## src/rtl/instr_encoder.sv

```systemverilog
// MIPS-style instruction encoder feeding a 4-entry write FIFO into instruction memory.
// Define INSTR_ENCODER_JUMP_EN to enable j/jal (kinds 9/10); otherwise they are illegal.
module instr_encoder (
  input  logic        clk,
  input  logic        reset,
  input  logic        req_valid,
  output logic        req_ready,
  input  logic [3:0]  req_kind,
  input  logic [4:0]  req_rs,
  input  logic [4:0]  req_rt,
  input  logic [4:0]  req_rd,
  input  logic [15:0] req_imm,
  input  logic [25:0] req_target,
  input  logic        load_base,
  input  logic [31:0] base_addr,
  output logic        imem_we,
  output logic [31:0] imem_addr,
  output logic [31:0] imem_wdata,
  input  logic        imem_ready,
  output logic        err_illegal,
  output logic [15:0] words_written
);

  logic [31:0] fifo_mem [4];
  logic [1:0]  wr_ptr_reg, rd_ptr_reg;
  logic [2:0]  count_reg, count_next;
  logic        ready_reg, err_reg;
  logic [31:0] addr_reg;
  logic [15:0] written_reg;

  logic [31:0] enc_word;
  logic        enc_legal;
  logic        accept, push, pop;

  always_comb begin
    enc_word  = '0;
    enc_legal = 1'b1;
    case (req_kind)
      4'd0: enc_word = {6'b000000, req_rs, req_rt, req_rd, 5'd0, 6'b100000};
      4'd1: enc_word = {6'b000000, req_rs, req_rt, req_rd, 5'd0, 6'b100010};
      4'd2: enc_word = {6'b000000, req_rs, req_rt, req_rd, 5'd0, 6'b100100};
      4'd3: enc_word = {6'b000000, req_rs, req_rt, req_rd, 5'd0, 6'b100101};
      4'd4: enc_word = {6'b000000, req_rs, req_rt, req_rd, 5'd0, 6'b100110};
      4'd5: enc_word = {6'b000000, req_rs, req_rt, req_rd, 5'd0, 6'b100111};
      4'd6: enc_word = {6'b100011, req_rs, req_rt, req_imm};
      4'd7: enc_word = {6'b101011, req_rs, req_rt, req_imm};
      4'd8: enc_word = {6'b001000, req_rs, req_rt, req_imm};
`ifdef INSTR_ENCODER_JUMP_EN
      4'd9:  enc_word = {6'b000010, req_target};
      4'd10: enc_word = {6'b000011, req_target};
`endif
      default: enc_legal = 1'b0;
    endcase
  end

`ifndef INSTR_ENCODER_JUMP_EN
  logic unused_target;
  assign unused_target = ^req_target;
`endif

  // Illegal kinds are still consumed so the requester never stalls on them.
  assign accept = req_valid & ready_reg;
  assign push   = accept & enc_legal;
  assign pop    = (count_reg != 3'd0) & imem_ready;

  always_comb begin
    count_next = count_reg;
    case ({push, pop})
      2'b10:   count_next = count_reg + 3'd1;
      2'b01:   count_next = count_reg - 3'd1;
      default: count_next = count_reg;
    endcase
  end

  always_ff @(posedge clk) begin
    if (reset) begin
      wr_ptr_reg  <= '0;
      rd_ptr_reg  <= '0;
      count_reg   <= '0;
      ready_reg   <= 1'b1;
      err_reg     <= 1'b0;
      addr_reg    <= '0;
      written_reg <= '0;
    end else begin
      if (push) begin
        fifo_mem[wr_ptr_reg] <= enc_word;
        wr_ptr_reg           <= wr_ptr_reg + 2'd1;
      end
      if (pop) begin
        rd_ptr_reg  <= rd_ptr_reg + 2'd1;
        written_reg <= written_reg + 16'd1;
      end
      count_reg <= count_next;
      // Ready reflects next-cycle occupancy, so a pop while full cannot open it early.
      ready_reg <= (count_next != 3'd4);
      err_reg   <= accept & ~enc_legal;
      if (load_base)
        addr_reg <= base_addr;
      else if (pop)
        addr_reg <= addr_reg + 32'd4;
    end
  end

  assign req_ready     = ready_reg;
  assign imem_we       = (count_reg != 3'd0);
  assign imem_wdata    = (count_reg != 3'd0) ? fifo_mem[rd_ptr_reg] : 32'd0;
  assign imem_addr     = addr_reg;
  assign err_illegal   = err_reg;
  assign words_written = written_reg;

endmodule

```

## config.mk

```make
export PLATFORM = sky130hd
export DESIGN_NAME = instr_encoder
export DESIGN_NICKNAME = d
export VERILOG_FILES = /design/src/rtl/instr_encoder.sv
export SDC_FILE = /design/constraint.sdc
export NUM_CORES = 1
export LEC_CHECK = 0
export CORE_UTILIZATION = 40
export DETAILED_ROUTE_END_ITERATION = 10
export GPL_ROUTABILITY_DRIVEN = 1
export PLACE_DENSITY = 0.69
export SLEW_MARGIN = 20
export SYNTH_ARGS = -nofsm -noshare
export SYNTH_HDL_FRONTEND = slang
export SYNTH_SLANG_ARGS = --single-unit
```

## constraint.sdc

```tcl
create_clock -name clk -period 3 [get_ports clk]
set_clock_uncertainty 0.1 [all_clocks]
set_input_delay 0.9 -clock clk [delete_from_list [all_inputs] [get_ports clk]]
set_output_delay 0.9 -clock clk [all_outputs]
set_load 0.02 [all_outputs]
```

==> impl_metrics.json, run 1 <==
{
  "start_kind": "register",
  "synth-compound-area-share_pct": 9.060,
  "drv_slew": 0,
  "status": "finished clean",
  "post-dp-hpwl_mm": 12.83,
  "clk_path_buf_depth": 2,
  "hp-class": "reg -> reg",
  "fill_cells": 1583,
  "syn-cell-area_um2": 7844,
  "synth_fa_ha_area_share_pct": 1.372,
  "synth_ff_type": "edfxtp_1",
  "synth_most_common_cell": "edfxtp_1",
  "fp.dieW_um": 142.0,
  "viasPerCell": 5.407,
  "setup_violations": 0,
  "antenna_found_initial": 1,
  "synth_area_leaders": "edfxtp_1 (43%), dfxtp_1 (15%), mux4_2 (8.0%)",
  "grt_pass1_wl_mm": 29.70,
  "avgSynthCellArea_um2": 12.55,
  "antennaDiodeCount": 0,
  "multi_input_area_um2": 3098,
  "hold_ws_ns": 0.4003,
  "cp-end-kind": "output pin",
  "pin_count": 181,
  "worst_slack_ns": 0.06793,
  "worstPathCellList": "buf_4, mux4_2, and2_1, dlygate4sd2_1",
  "area_delta_synth_final_pct": 33.77,
  "synth.largest_area_cell": "edfxtp_1",
  "ant_nets": 0,
  "cp_slowest_stage_delay_ns": 0.51,
  "grt_pass1_vias": 5924,
  "netlist_instances": 625,
  "hold_buffers": 0,
  "synth-seq-cells": 171,
  "critPathTopFamily": "multiplexers",
  "drt_first_pass_iters": 5,
  "final.min_clock_period_ns": 2.932,
  "finalNetCount": 906,
  "initial_core_util_pct": 41.38,
  "final_layout_size_suffix_gt1_share_pct": 16.85,
  "drt_iter0_drc": 305,
  "io_buffers": 152,
  "clock_sinks": 171,
  "synth_warnings": 0,
  "die_y_um": 142.0,
  "vias": 5802,
  "coreArea_um2": 18960,
  "clk_latency_ns": 0.43,
  "drc": 0,
  "ir_worst_vdd_uv": 469.6,
  "async_flop_share_pct": 0,
  "finalWirelength_mm": 18.62,
  "cts_buffers": 17,
  "cts-root-buf": "clkbuf_16",
  "critPathSlowestCell": "mux4_2",
  "netlist_top_cells_count": "edfxtp_1 (112), dfxtp_1 (59), and2_1 (53), nor2_1 (40), mux4_2 (28)",
  "overflow": 0,
  "seq_area_frac_synth_pct": 57.94,
  "pre_cts_ws_ns": -0.4829,
  "synth_xor_xnor_area_share_pct": 2.345,
  "leakage_uw": 0.003618,
  "avgRoutedWirePerCell_um": 17.35,
  "grt_max_degree": 43,
  "grt_use_total_pct": 19.14,
  "path_buf_inv": 2,
  "path_class": "reg -> out",
  "yosys.area_share.simple_pct": 17.71,
  "synth_edf_count": 112,
  "timing.fmax_mhz": 341.1,
  "htree_levels": 4,
  "muxShareOfSynthArea_pct": 8.550,
  "netlist.area_leader.share_pct": 42.88,
  "worstPathMaxFanout": 3,
  "period_share_pct": 97.74,
  "rsz0062_at_grt": "yes",
  "powerDensity_nw_per_um2": 701.1,
  "die-area_um2": 20170,
  "synth_top_family_by_area": "simple AND/OR/NAND/NOR gates",
  "hold_viol_final": 0,
  "cts_tree": "done",
  "top_register": "fifo_mem",
  "synth.distinct_cells": 62,
  "drv_cap": 0,
  "register_area_um2": 4548,
  "clk_pin_slew_ns": 0.07,
  "rows": 50,
  "crit_arrival_ns": 1.93,
  "required_ns": 2.00,
  "gp_congestion": 0.8569,
  "largest_reg_flops": 112
}
## placed cells by master, fill, tap and decap left out, types with 5 or more instances in the layout
cell             count
a211oi_1            12
a21oi_1             23
a311oi_1            10
and2_1              52
and3_1               5
and4_1               8
buf_12               8
buf_2                8
buf_4               32
clkbuf_16           17
clkbuf_2            12
clkdlybuf4s50_1    117
dfxtp_1             58
dlygate4sd2_1        7
edfxtp_1           112
ha_1                 7
inv_1               14
inv_6                6
mux4_2              28
nand2_1             23
nand2b_1             5
nand3_1             17
nand4_1             19
nor2_1              40
nor2b_1             19
nor3_1              11
nor4_1               7
o21ai_0             10
o22ai_1              6
o31ai_1             12
or3_1                6
or4_1               10
xnor2_1             11
xor2_1              10
## worst reg2reg max path: cells and delay by family (launching register included)
kind            cells  cell delay (ns)
flops               1             0.38
buf+inv             3             0.30
fa+ha+maj           2             0.53
simple gates        2             0.39
xor+xnor            1             0.16
compound gates      2             0.24
## logic make-up (layout without fill, tap and decap cells)
logic type | count (synthesis) | count (layout)
multiplexers | 32 | 32
AND/OR/NAND/NOR | 240 | 240
flip-flops | 171 | 171
XOR/XNOR | 21 | 21
other | 1 | 2
AO/OA/AOI/OAI | 98 | 98
adder cells (fa/ha/maj) | 8 | 8
buffers and inverters | 54 | 241
## stage by stage
stage | power [uW] | setup TNS [ns] | cells | area (um^2) | util (%)
final | 7357 | 0 | 1073 | 10490 | 55.35
after detailed placement | 5250 | -29.79 | 1038 | 9903 | 52.24
after global routing | 7707 | -0.02069 | 1073 | 10490 | 55.35
after global placement | 5198 | -27.05 | 1038 | 9903 | 52.24
after CTS | 7442 | 0 | 1072 | 10520 | 55.48
after floorplan | 4177 | 0 | 626 | 7848 | -
## layer usage
metal / share of wire, % / up-vias / GRT usage [%]
met2: 48 / 210 / 31.55
met4: 0.79 / 2 / 4.471
met1: 43 / 2832 / 24.76
met5: 0.070 / - / 0
met3: 7.8 / 19 / 5.686
li1: - / 2739 / -
## final timing paths
kind              slack (ns)                              to  depth (start not counted)                            from
setup / recovery        0.07                  imem_wdata[19]                          4                        register
hold / removal          0.40  words_written[14]$_SDFFE_PP0P_                          2  words_written[14]$_SDFFE_PP0P_
setup reg to reg        0.80            req_ready$_SDFF_PP1_                         10         count_reg[0]$_SDFF_PP0_
hold reg to reg         0.40  words_written[14]$_SDFFE_PP0P_                          2  words_written[14]$_SDFFE_PP0P_
## where the power goes
group          total (uW)  leakage [uW]  switching (uW)  internal, uW
Clock                2320      0.000305             973          1350
Sequential           2760       0.00152             124          2640
Combinational        2270       0.00179            1220          1050
## final cells by class
type | instances | share of cell area (%)
Tap cell | 260 | 3.100
Inverter | 17 | 0.6559
Clock buffer | 17 | 4.054
Sequential cell | 171 | 43.35
Clock inverter | 15 | 1.944
Multi-Input combinational cell | 401 | 29.53
Timing Repair Buffer | 192 | 17.37
## repair_timing
item / in CTS / in global routing
buffers inserted: 2 / 1
resized for setup: 63 / 28
setup endpoints to repair: 32 / 21
pin swaps: 0 / 2
Power figures use the tool's default switching activity.
==> run 2, diff against run 1 <==
Settings changed: ABC_CLOCK_PERIOD_IN_PS from default to 3000.
==> results of run 2 <==
No change in the layout: final DEF, timing and power equal those of run 1.
